<file path="src/rtl/ins_dispatch_pkg.sv">
// ---------------------------------------------------------------------------
// ins_dispatch_pkg
// Shared constants for the instruction dispatcher:
//   - instruction type codes held in bits [63:62]
//   - bit positions of the CONF (layer configuration) fields
//   - dispatcher FSM state encoding
//   - layer configuration record and a decoder from a CONF word
// No ports; imported by ins_dispatch and ins_out_cnt.
// ---------------------------------------------------------------------------
package ins_dispatch_pkg;

  // Instruction type codes, field [63:62]
  localparam logic [1:0] INS_T_LOAD = 2'b00;
  localparam logic [1:0] INS_T_CALC = 2'b01;
  localparam logic [1:0] INS_T_SAVE = 2'b10;
  localparam logic [1:0] INS_T_CONF = 2'b11;

  localparam int TYPE_HI     = 63;
  localparam int TYPE_LO     = 62;

  // CONF field positions
  localparam int CF_LTYPE_HI = 61;
  localparam int CF_LTYPE_LO = 58;
  localparam int CF_POOL     = 57;
  localparam int CF_RELU     = 56;
  localparam int CF_ICH_HI   = 55;
  localparam int CF_ICH_LO   = 52;
  localparam int CF_OCH_HI   = 51;
  localparam int CF_OCH_LO   = 48;
  localparam int CF_IW_HI    = 47;
  localparam int CF_IW_LO    = 40;
  localparam int CF_OW_HI    = 39;
  localparam int CF_OW_LO    = 32;

  // Dispatcher FSM states
  typedef logic [1:0] disp_state_t;
  localparam disp_state_t S_FETCH = 2'd0;
  localparam disp_state_t S_CHECK = 2'd1;
  localparam disp_state_t S_ISSUE = 2'd2;

  typedef struct packed {
    logic [3:0] layer_type;
    logic       pooling;
    logic       relu;
    logic [3:0] in_ch_seg;
    logic [3:0] out_ch_seg;
    logic [7:0] in_img_w;
    logic [7:0] out_img_w;
  } layer_cfg_t;

  function automatic layer_cfg_t conf_decode(input logic [63:0] w);
    layer_cfg_t c;
    c.layer_type = w[CF_LTYPE_HI:CF_LTYPE_LO];
    c.pooling    = w[CF_POOL];
    c.relu       = w[CF_RELU];
    c.in_ch_seg  = w[CF_ICH_HI:CF_ICH_LO];
    c.out_ch_seg = w[CF_OCH_HI:CF_OCH_LO];
    c.in_img_w   = w[CF_IW_HI:CF_IW_LO];
    c.out_img_w  = w[CF_OW_HI:CF_OW_LO];
    return c;
  endfunction

endpackage

</file>
<file path="src/rtl/ins_dispatch_out_cnt.sv">
// ---------------------------------------------------------------------------
// ins_out_cnt
// Outstanding-instruction counter for one engine.
// Ports:
//   clk, rst      clock, synchronous active-low reset
//   inc           instruction handed to the engine this cycle
//   dec           engine reports one instruction finished this cycle
//   cnt           current outstanding count
//   underflow     dec seen while the count is already 0 (combinational)
// inc and dec together leave the count unchanged. A dec at 0 is ignored
// (only a simultaneous inc is applied) and flagged on underflow.
// ---------------------------------------------------------------------------
module ins_out_cnt
  import ins_dispatch_pkg::*;
#(
  parameter int CNT_W = 4
) (
  input  logic             clk,
  input  logic             rst,
  input  logic             inc,
  input  logic             dec,
  output logic [CNT_W-1:0] cnt,
  output logic             underflow
);

  logic [CNT_W-1:0] cnt_q;
  logic [CNT_W-1:0] cnt_d;

  assign underflow = dec && (cnt_q == '0);
  assign cnt       = cnt_q;

  always_comb begin
    cnt_d = cnt_q;
    if (underflow) begin
      cnt_d = inc ? CNT_W'(1) : '0;
    end else if (inc && !dec) begin
      cnt_d = cnt_q + 1'b1;
    end else if (dec && !inc) begin
      cnt_d = cnt_q - 1'b1;
    end
  end

  always_ff @(posedge clk) begin
    if (!rst) begin
      cnt_q <= '0;
    end else begin
      cnt_q <= cnt_d;
    end
  end

endmodule

</file>
<file path="src/rtl/ins_dispatch.sv">
// ---------------------------------------------------------------------------
// ins_dispatch
// In-order dispatcher from the 64-bit instruction stream to the load, calc
// and save engines. One instruction is held at a time in IR; it is checked
// against the per-engine outstanding counters and then either handed to its
// engine (LOAD/CALC/SAVE) or applied to the layer config registers (CONF).
//
// Ports:
//   clk, rst                  clock, synchronous active-low reset
//   ins, ins_valid, ins_ready instruction input stream
//   ld_ins/ld_valid/ld_ready  load engine request, ld_done finish pulse
//   cl_ins/cl_valid/cl_ready  calc engine request, cl_done finish pulse
//   sv_ins/sv_valid/sv_ready  save engine request, sv_done finish pulse
//   layer_type .. out_img_w   latched CONF fields
//   idle                      fetching, nothing outstanding, nothing offered
//   err                       sticky: done pulse with that counter at 0
//   dbg_state                 current FSM state
//
// Handshakes: a transfer happens on a rising edge where valid and ready are
// both 1. Once valid is raised, valid and the payload stay unchanged until
// that transfer; valid never depends combinationally on ready.
// ---------------------------------------------------------------------------
module ins_dispatch
  import ins_dispatch_pkg::*;
#(
  parameter int INST_W  = 64,
  parameter int MAX_OUT = 4,
  parameter int CNT_W   = 4
) (
  input  logic              clk,
  input  logic              rst,
  input  logic [INST_W-1:0] ins,
  input  logic              ins_valid,
  output logic              ins_ready,
  output logic [INST_W-1:0] ld_ins,
  output logic              ld_valid,
  input  logic              ld_ready,
  input  logic              ld_done,
  output logic [INST_W-1:0] cl_ins,
  output logic              cl_valid,
  input  logic              cl_ready,
  input  logic              cl_done,
  output logic [INST_W-1:0] sv_ins,
  output logic              sv_valid,
  input  logic              sv_ready,
  input  logic              sv_done,
  output logic [3:0]        layer_type,
  output logic              pooling,
  output logic              relu,
  output logic [3:0]        in_ch_seg,
  output logic [3:0]        out_ch_seg,
  output logic [7:0]        in_img_w,
  output logic [7:0]        out_img_w,
  output logic              idle,
  output logic              err,
  output logic [1:0]        dbg_state
);

  disp_state_t       state_q, state_d;
  logic [INST_W-1:0] ir_q, ir_d;
  logic              ins_ready_q, ins_ready_d;
  logic              ld_valid_q, ld_valid_d;
  logic              cl_valid_q, cl_valid_d;
  logic              sv_valid_q, sv_valid_d;
  logic [INST_W-1:0] ld_ins_q, ld_ins_d;
  logic [INST_W-1:0] cl_ins_q, cl_ins_d;
  logic [INST_W-1:0] sv_ins_q, sv_ins_d;
  layer_cfg_t        cfg_q, cfg_d;
  logic              err_q, err_d;

  logic              ld_hs, cl_hs, sv_hs;
  logic [CNT_W-1:0]  ld_cnt, cl_cnt, sv_cnt;
  logic              ld_uf, cl_uf, sv_uf;
  logic [CNT_W-1:0]  ld_eff, cl_eff, sv_eff;
  logic [1:0]        ir_type;
  logic              clear;

  assign ld_hs = ld_valid_q && ld_ready;
  assign cl_hs = cl_valid_q && cl_ready;
  assign sv_hs = sv_valid_q && sv_ready;

  ins_out_cnt #(.CNT_W(CNT_W)) u_ld_cnt (
    .clk(clk), .rst(rst), .inc(ld_hs), .dec(ld_done), .cnt(ld_cnt), .underflow(ld_uf)
  );
  ins_out_cnt #(.CNT_W(CNT_W)) u_cl_cnt (
    .clk(clk), .rst(rst), .inc(cl_hs), .dec(cl_done), .cnt(cl_cnt), .underflow(cl_uf)
  );
  ins_out_cnt #(.CNT_W(CNT_W)) u_sv_cnt (
    .clk(clk), .rst(rst), .inc(sv_hs), .dec(sv_done), .cnt(sv_cnt), .underflow(sv_uf)
  );

  // Hazard check sees this cycle's done pulses so an instruction waiting on
  // the last outstanding job goes out on the same edge the counter drops.
  // No handshake can coincide with S_CHECK, so only dec matters here.
  assign ld_eff = (ld_done && ld_cnt != '0) ? ld_cnt - 1'b1 : ld_cnt;
  assign cl_eff = (cl_done && cl_cnt != '0) ? cl_cnt - 1'b1 : cl_cnt;
  assign sv_eff = (sv_done && sv_cnt != '0) ? sv_cnt - 1'b1 : sv_cnt;

  assign ir_type = ir_q[TYPE_HI:TYPE_LO];

  // LOAD must not overwrite buffers a SAVE still reads; CALC needs loads
  // complete; SAVE needs loads and calcs complete; CONF needs everything idle.
  always_comb begin
    clear = 1'b0;
    case (ir_type)
      INS_T_LOAD: clear = (sv_eff == '0) && (ld_eff < CNT_W'(MAX_OUT));
      INS_T_CALC: clear = (ld_eff == '0) && (cl_eff < CNT_W'(MAX_OUT));
      INS_T_SAVE: clear = (ld_eff == '0) && (cl_eff == '0) && (sv_eff < CNT_W'(MAX_OUT));
      default:    clear = (ld_eff == '0) && (cl_eff == '0) && (sv_eff == '0);
    endcase
  end

  always_comb begin
    state_d     = state_q;
    ir_d        = ir_q;
    ins_ready_d = ins_ready_q;
    ld_valid_d  = ld_valid_q;
    cl_valid_d  = cl_valid_q;
    sv_valid_d  = sv_valid_q;
    ld_ins_d    = ld_ins_q;
    cl_ins_d    = cl_ins_q;
    sv_ins_d    = sv_ins_q;
    cfg_d       = cfg_q;
    err_d       = err_q || ld_uf || cl_uf || sv_uf;

    case (state_q)
      S_FETCH: begin
        if (ins_valid && ins_ready_q) begin
          ir_d        = ins;
          ins_ready_d = 1'b0;
          state_d     = S_CHECK;
        end
      end
      S_CHECK: begin
        if (clear) begin
          case (ir_type)
            INS_T_LOAD: begin
              ld_valid_d = 1'b1;
              ld_ins_d   = ir_q;
              state_d    = S_ISSUE;
            end
            INS_T_CALC: begin
              cl_valid_d = 1'b1;
              cl_ins_d   = ir_q;
              state_d    = S_ISSUE;
            end
            INS_T_SAVE: begin
              sv_valid_d = 1'b1;
              sv_ins_d   = ir_q;
              state_d    = S_ISSUE;
            end
            default: begin
              cfg_d       = conf_decode(ir_q);
              ins_ready_d = 1'b1;
              state_d     = S_FETCH;
            end
          endcase
        end
      end
      S_ISSUE: begin
        if (ld_hs || cl_hs || sv_hs) begin
          ld_valid_d  = 1'b0;
          cl_valid_d  = 1'b0;
          sv_valid_d  = 1'b0;
          ins_ready_d = 1'b1;
          state_d     = S_FETCH;
        end
      end
      default: begin
        ld_valid_d  = 1'b0;
        cl_valid_d  = 1'b0;
        sv_valid_d  = 1'b0;
        ins_ready_d = 1'b1;
        state_d     = S_FETCH;
      end
    endcase
  end

  always_ff @(posedge clk) begin
    if (!rst) begin
      state_q     <= S_FETCH;
      ir_q        <= '0;
      ins_ready_q <= 1'b1;
      ld_valid_q  <= 1'b0;
      cl_valid_q  <= 1'b0;
      sv_valid_q  <= 1'b0;
      ld_ins_q    <= '0;
      cl_ins_q    <= '0;
      sv_ins_q    <= '0;
      cfg_q       <= '0;
      err_q       <= 1'b0;
    end else begin
      state_q     <= state_d;
      ir_q        <= ir_d;
      ins_ready_q <= ins_ready_d;
      ld_valid_q  <= ld_valid_d;
      cl_valid_q  <= cl_valid_d;
      sv_valid_q  <= sv_valid_d;
      ld_ins_q    <= ld_ins_d;
      cl_ins_q    <= cl_ins_d;
      sv_ins_q    <= sv_ins_d;
      cfg_q       <= cfg_d;
      err_q       <= err_d;
    end
  end

  assign ins_ready  = ins_ready_q;
  assign ld_valid   = ld_valid_q;
  assign cl_valid   = cl_valid_q;
  assign sv_valid   = sv_valid_q;
  assign ld_ins     = ld_ins_q;
  assign cl_ins     = cl_ins_q;
  assign sv_ins     = sv_ins_q;
  assign layer_type = cfg_q.layer_type;
  assign pooling    = cfg_q.pooling;
  assign relu       = cfg_q.relu;
  assign in_ch_seg  = cfg_q.in_ch_seg;
  assign out_ch_seg = cfg_q.out_ch_seg;
  assign in_img_w   = cfg_q.in_img_w;
  assign out_img_w  = cfg_q.out_img_w;
  assign err        = err_q;
  assign dbg_state  = state_q;
  assign idle       = (state_q == S_FETCH) && (ld_cnt == '0) && (cl_cnt == '0) &&
                      (sv_cnt == '0) && !ld_valid_q && !cl_valid_q && !sv_valid_q;

endmodule
</file>
<file path="config.mk">
export PLATFORM = sky130hd
export DESIGN_NAME = ins_dispatch
export DESIGN_NICKNAME = d
export VERILOG_FILES = /design/src/rtl/ins_dispatch_pkg.sv /design/src/rtl/ins_dispatch_out_cnt.sv /design/src/rtl/ins_dispatch.sv
export SDC_FILE = /design/constraint.sdc
export NUM_CORES = 1
export LEC_CHECK = 0
export ABC_AREA = 1
export CAP_MARGIN = 10
export CORE_MARGIN = 5
export CORE_UTILIZATION = 49
export CTS_BUF_LIST = sky130_fd_sc_hd__clkbuf_4 sky130_fd_sc_hd__clkbuf_8 sky130_fd_sc_hd__clkbuf_16
export DETAILED_ROUTE_END_ITERATION = 6
export PLACE_DENSITY = 0.9
export SLEW_MARGIN = 20
export SYNTH_ARGS = -nofsm -noshare
export SYNTH_HDL_FRONTEND = slang
export SYNTH_HIERARCHICAL = 1
export SYNTH_SLANG_ARGS = --single-unit
</file>
<file path="constraint.sdc">
create_clock -name clk -period 3 [get_ports clk]
set_clock_uncertainty 0.2 [all_clocks]
set_input_delay 0.9 -clock clk [delete_from_list [all_inputs] [get_ports clk]]
set_output_delay 0.9 -clock clk [all_outputs]
set_load 0.005 [all_outputs]
</file>
; ---- After elaboration in Yosys (flattened, before gate mapping)
; Cells that the tools add are included.
[word_totals]
latch_bits = 0
reg_bits = 305
out_inout_bits = 230
n_memories = 0
inputBits = 73
mem_bits_rw = 0
rom_bits = 0
[classes]
multipliers = 0
div_mod_pow = 0
n_addsub = 6
mux = 36
n_reduce_logical = 66
magnitude_cmp = 3
bitwise = 2
shifts = 0
eq_ne = 11
[ops]
columns = operator, count
row1 = two-way mux 4 bit, 12
row2 = logical AND 1 bit, 27
row3 = logical NOT 4 bit, 6
row4 = AND reduction 4 bit, 4
row5 = one-hot mux 1 bit (3 select lines), 5
row6 = AND reduction 3 bit, 5
row7 = two-way mux 1 bit, 14
row8 = != test 2 bit (second input constant), 7
row9 = adder 4 x 1 -> 4 bit (second input constant), 3
row10 = < comparator 4 x 3 -> 1 bit (second input constant), 3
row11 = nonzero test 4 bit, 3
row12 = subtractor 4 x 1 -> 4 bit (second input constant), 3
row13 = logical NOT 1 bit, 9
row14 = nonzero test 3 bit, 3
row15 = two-way mux 2 bit, 4
row16 = one-hot mux 2 bit (3 select lines), 1
row17 = logical OR 1 bit, 5
row18 = equality test 2 x 1 -> 1 bit (second input constant), 2
row19 = equality test 2 bit (second input constant), 2
row20 = logical NOT 2 bit, 2
row21 = OR reduction 3 bit, 1
row22 = inverter 1 bit, 2
row23 = AND reduction 2 bit, 1

; ---- Depth between registers and ports, before layout
[logic_depth]
word_depth = 9
mapped_depth = 17
mapped_depth_nobuf = 15

; ---- Hierarchy
; The synthesis kept the hierarchy.
[modules_own_cells]
columns = module, area_each_um2, n_inst, cells_per_inst
row1 = ins_dispatch, 10866.7, 1, 1396
row2 = ins_out_cnt, 302.8, 3, 47

; ---- Worst setup path before layout
; Ideal clock, no wire load.
[synth_timing]
path_type = input to register
from = in sv_done
to = reg cl_ins_q[10] (netlist: cl_ins[10])
setup_ns = 0.132
arrival_time_ns = 2.120
stages = 14
n_path_buf = 2
t_required_ns = 2.668
path_slack_ns = 0.547
cell_sequence = nand2_1 -> inv_2 -> nand2_1 -> nand2_1 -> nor2_1 -> nand2_1 -> nand2_1 -> nand3_2 -> nor2_4 -> nand2_1 -> buf_2 -> buf_2 -> nand2_1 -> a21oi_1
[synth_via]
elab_chain_len = 6
[synth_lines]
columns = element, line
row1 = from (decl), ins_dispatch.sv:46  ; input logic sv_done,
row2 = logical AND 1 bit (*), ins_dispatch.sv:97  ; assign sv_eff = (sv_done && sv_cnt != '0) ? sv_cnt - 1'b1 : sv_cnt;
row3 = two-way mux 4 bit (*), ins_dispatch.sv:97
row4 = < comparator 4 x 3 -> 1 bit / logical NOT 4 bit (equally long branches), "ins_dispatch.sv:108, ins_dispatch.sv:106, ins_dispatch.sv:109"
row5 = "logical AND 1 bit, on equally long branches", "ins_dispatch.sv:108, ins_dispatch.sv:106, ins_dispatch.sv:109"
row6 = one-hot mux 1 bit (3 select lines) (*), ins_dispatch.sv:105  ; case (ir_type)
row7 = AND reduction 3 bit (no line) (*), n/a
row8 = to (signal assigned), ins_dispatch.sv:200  ; cl_ins_q <= cl_ins_d;
row9 = to (decl), ins_dispatch.sv:66  ; logic [INST_W-1:0] cl_ins_q, cl_ins_d;
; Every way passes the cells marked *; elsewhere a longest branch is shown, timed or not.
; A chain may end at the register's enable or synchronous reset.

; ---- Worst setup path after layout
[layout_timing]
from = reg u_ld_cnt.cnt_q[1] (netlist: u_ld_cnt/cnt[1])
to = out idle
[layout_via]
elab_chain_len = 7
[layout_lines]
columns = element, line
row1 = from (decl), ins_dispatch_out_cnt.sv:26  ; logic [CNT_W-1:0] cnt_q;
row2 = from (signal assigned), ins_dispatch_out_cnt.sv:47  ; cnt_q <= cnt_d;
row3 = logical NOT 4 bit, ins_dispatch.sv:223  ; assign idle = (state_q == S_FETCH) && (ld_cnt == '0) && (cl_cnt == '0) &&
row4 = logical AND 1 bit (3 in a row), ins_dispatch.sv:223
row5 = logical AND 1 bit (3 in a row), ins_dispatch.sv:224  ; (sv_cnt == '0) && !ld_valid_q && !cl_valid_q && !sv_valid_q;
row6 = to (decl), ins_dispatch.sv:54  ; output logic idle,
; No other way between the ends.

==> results.toml <==
[yosys]
share_of_the_synthesized_area_in_the_top_cell_type_pct = 51.9
synth-warning-count = 6
syn_area_mm2 = 0.0118
post_synth.cell_area_avg_um2 = 7.66
post_synth_edffs = 0
synth_sequential_area_ratio_pct = 51.9
top_cells_by_area_in_the_synthesized_netlist = "sky130_fd_sc_hd__dfxtp_1, sky130_fd_sc_hd__nand2_1, sky130_fd_sc_hd__a21oi_1, sky130_fd_sc_hd__nand3_1, sky130_fd_sc_hd__nor2_1"
postSynthCellCount = 1537
number_of_distinct_standard_cells_referenced_by_the_synthesized_netlist = 26
synth_ff_type = "sky130_fd_sc_hd__dfxtp_1"
synth-seq-cells = 305
synth-async-reset-ratio_pct = 0
syn_nets = 1625
most_frequently_used_cell_type_in_the_post_synthesis_netlist = "sky130_fd_sc_hd__nand2_1"
netlist_top_cells_count = "sky130_fd_sc_hd__nand2_1, sky130_fd_sc_hd__dfxtp_1, sky130_fd_sc_hd__a21oi_1"
yosys.area.top_type = "sky130_fd_sc_hd__dfxtp_1"

[timing]
max_slew.worst_pin.slew_ps = 815
setup_repair_after_global_routing_missed_its_margin = "no"
maxSlewHeadroom_pct = 45.7
final_hold_viol_count = 0
postLayoutSetupSlackWorst_ps = 153
max_freq_mhz = 351
timing.final.max_slew_violations = 0
hold-worst-slack_ps = 259
finalSetupViolations = 0
fin_crit_sh_pct = 94.9
period_needed_ps = 2850

[final_layout]
synthToLayoutAreaGrowth_pct = 39.0
layout.area.seq_mm2 = 0.00611
multi_input_comb_area_mm2 = 0.00499
final_area_mm2 = 0.0164
drive_gt1_share_pct = 7.25
fill_cells = 1783
antenna-diode-count = 0
final_net_count = 1884

[setup_path]
crit_family = "simple AND/OR/NAND/NOR gates"
worst_setup_path_start_kind = "register"
r2r_start = "u_cl_cnt/cnt[0]"
rr_worst_depth = 14
worst-path-buf-inv = 2
crit_chain = "inv_2 -> ha_4 -> nand3_2 -> nor4_4 -> buf_2"
critical_path_required_ps = 1900
cpPeakStageDelay_ps = 350
crit_arrival_ps = 1750
cp-end-kind = "primary output"
worstSetupPathType = "register to primary output"
reg2reg_slack_ps = 400
cp_max_fo = 5
crit_path_top_delay_cell = "sky130_fd_sc_hd__dfxtp_2"
crit-reg2reg-capture = "sv_ins[37]"

[global_route]
pin_count_of_the_biggest_net_entering_global_routing = 74
antenna_found_initial = 1
grt_remaining_overflow = 0
first_global_vias = 12500
grt_first_pass_wirelength_um = 63900
globalRouteTotalUtil_pct = 28.9

[clock_tree]
root_buffer = "sky130_fd_sc_hd__clkbuf_16"
cts_buffer_depth = 3
cts_tree = "done"
clock-sinks = 305
clk_pin_slew_ps = 60
cts_max_level = 1
cts_buffers = 30
clock_insertion_delay_worst_skew_ps = 560

[run]
max_cap_viol_count = 0

[route]
routed_wire_length_per_instance_um = 19.2
drt.antenna.violating_nets = 0
drt_pass1_iterations = 6
drc_errors = 0
dr.first_iter.drc_count = 1445
post_drt_via_cell_ratio = 5.77
finalWirelength_um = 41000
via_count = 12300

[floorplanning]
design.core.area_mm2 = 0.0235
num_rows = 56
io-pin-count = 303
floorplan.die.width_um = 165
design.die.area_mm2 = 0.0272
starting_density_pct = 50.0
dieHeight_um = 165

[placed_design]
port-buffer-count = 302
placement.setup.worst_slack_ps = -295
dpl_cell_area_mm2 = 0.0152
globalplace.congestion = 0.893
detailedPlacementHpwl_um = 25900

[worst_hold_path]
hold_class = "register to register"
timing.hold.worst.start = "out_img_w[7]"
worst_hold_path.endpoint = "out_img_w[7]"
worst_hold_path.num_cells = 2

[status]
run_status = "finished clean"

[power]
ir_drop_mv = 0.566
power_per_cell_area_mw_per_mm2 = 709
leakagePower_nw = 5.94
==> layout make-up <==
type,instances,area share [%]
multi-input combinational,1053,30.5
clock inverter,9,0.696
clock buffer,47,5.71
inverter,62,1.45
tap,319,2.44
timing repair buffer,344,21.9
sequential,305,37.3
==> power by group <==
part / internal [mW] / switching (mW)
Clock: 2.31 / 1.62
Combinational: 0.904 / 1.90
Sequential: 4.42 / 0.456
Total: 7.63 / 3.98
==> per-stage QoR <==
stage	utilization, %	total power, mW	setup TNS (ps)	cells
after floorplan	-	6.41	0	1537
after global placement	64.8	7.52	-26240	2082
after detailed placement	64.8	7.60	-44290	2082
after CTS	69.3	11.5	0	2138
after global routing	69.5	12.1	0	2139
final	69.5	11.6	0	2139
==> worst reg2reg max path: stages, from the launching register on <==
cell                      delay (ps)
sky130_fd_sc_hd__dfxtp_1         330
sky130_fd_sc_hd__inv_1            60
sky130_fd_sc_hd__ha_1            220
sky130_fd_sc_hd__nand3_1         170
sky130_fd_sc_hd__buf_4           160
sky130_fd_sc_hd__nand2_1          60
sky130_fd_sc_hd__o21ai_0         140
sky130_fd_sc_hd__nand3_1          90
sky130_fd_sc_hd__nand2_1         100
sky130_fd_sc_hd__nand3_2         120
sky130_fd_sc_hd__nor2_4          120
sky130_fd_sc_hd__buf_12          160
sky130_fd_sc_hd__buf_12          240
sky130_fd_sc_hd__nand3_1         170
sky130_fd_sc_hd__a21oi_1         200
==> logic make-up (layout without fill, tap and decap cells) <==
family / after synthesis / in the layout / share of synthesized area, %
xor gates and xnor gates: 3 / 3 / 0.223
DFF: 305 / 305 / 51.9
AOI/OAI and AO/OA: 309 / 309 / 13.2
adders and majority gates: 15 / 15 / 1.79
and+or+nand+nor: 726 / 726 / 26.5
buffers and inverters: 179 / 462 / 6.45
==> routing by layer <==
layer	part of all wire, %	up-vias	wire, um	GRT usage [%]
met5	0.032	-	13	0
met4	4.2	2	1730	12.9
met3	12	162	4920	7.76
met2	47	868	19400	48.9
met1	36	5698	14900	34.2
li1	-	5619	-	-
==> registers in the layout (all words and copies together), names as in the netlist, 2 cells and up <==
name and count:
cl_ins 64, ir_q 64, ld_ins 64, sv_ins 64
in_img_w 8, out_img_w 8, in_ch_seg 4, layer_type 4
out_ch_seg 4, u_cl_cnt/cnt 4, u_ld_cnt/cnt 4, u_sv_cnt/cnt 4
dbg_state 2
==> worst max-delay path by stage <==
stage / from / endpoint / cells after the start
6_report: u_ld_cnt/cnt[1] / idle / 5
5_1_grt: ld_done / sv_ins[24] / 11
4_1_cts: u_sv_cnt/cnt[1] / idle / 5
3_5_place_dp: ld_done / sv_ins[41] / 11
3_3_place_gp: ld_done / cl_ins[26] / 13
2_1_floorplan: sv_done / cl_ins[10] / 14
==> layout by cell type, fill, tap and decap left out, types with 2 or more instances in the layout <==
cell type / synthesis / final
sky130_fd_sc_hd__o21ai_0: 67 / 67
sky130_fd_sc_hd__nand4_1: 34 / 34
sky130_fd_sc_hd__ha_1: 12 / 10
sky130_fd_sc_hd__clkinvlp_4: 0 / 3
sky130_fd_sc_hd__nor3_1: 3 / 2
sky130_fd_sc_hd__buf_12: 0 / 17
sky130_fd_sc_hd__inv_1: 53 / 50
sky130_fd_sc_hd__clkdlybuf4s50_1: 0 / 300
sky130_fd_sc_hd__nor2_4: 1 / 4
sky130_fd_sc_hd__inv_2: 9 / 11
sky130_fd_sc_hd__buf_4: 16 / 23
sky130_fd_sc_hd__nand3_2: 1 / 3
sky130_fd_sc_hd__clkbuf_4: 0 / 8
sky130_fd_sc_hd__xor2_1: 3 / 3
sky130_fd_sc_hd__clkbuf_8: 0 / 9
sky130_fd_sc_hd__a21oi_1: 238 / 237
sky130_fd_sc_hd__bufinv_16: 0 / 2
sky130_fd_sc_hd__clkinv_2: 0 / 3
sky130_fd_sc_hd__nand2_2: 0 / 3
sky130_fd_sc_hd__nor2_1: 148 / 146
sky130_fd_sc_hd__nand3_1: 213 / 211
sky130_fd_sc_hd__buf_2: 22 / 2
sky130_fd_sc_hd__nand2_1: 318 / 315
sky130_fd_sc_hd__dfxtp_2: 0 / 2
sky130_fd_sc_hd__or2_1: 3 / 3
sky130_fd_sc_hd__clkbuf_16: 0 / 31
sky130_fd_sc_hd__dfxtp_1: 305 / 303
sky130_fd_sc_hd__fa_1: 3 / 3
sky130_fd_sc_hd__a21oi_2: 3 / 3
==> what timing repair did <==
item	in CTS	in global routing
gates cloned	0	1
hold buffers	0	0
pin swaps	1	1
endpoints found under the setup margin	1	5
setup buffers	0	0
resized for setup	5	11
No activity file was read; power rests on OpenSTA's default activity.
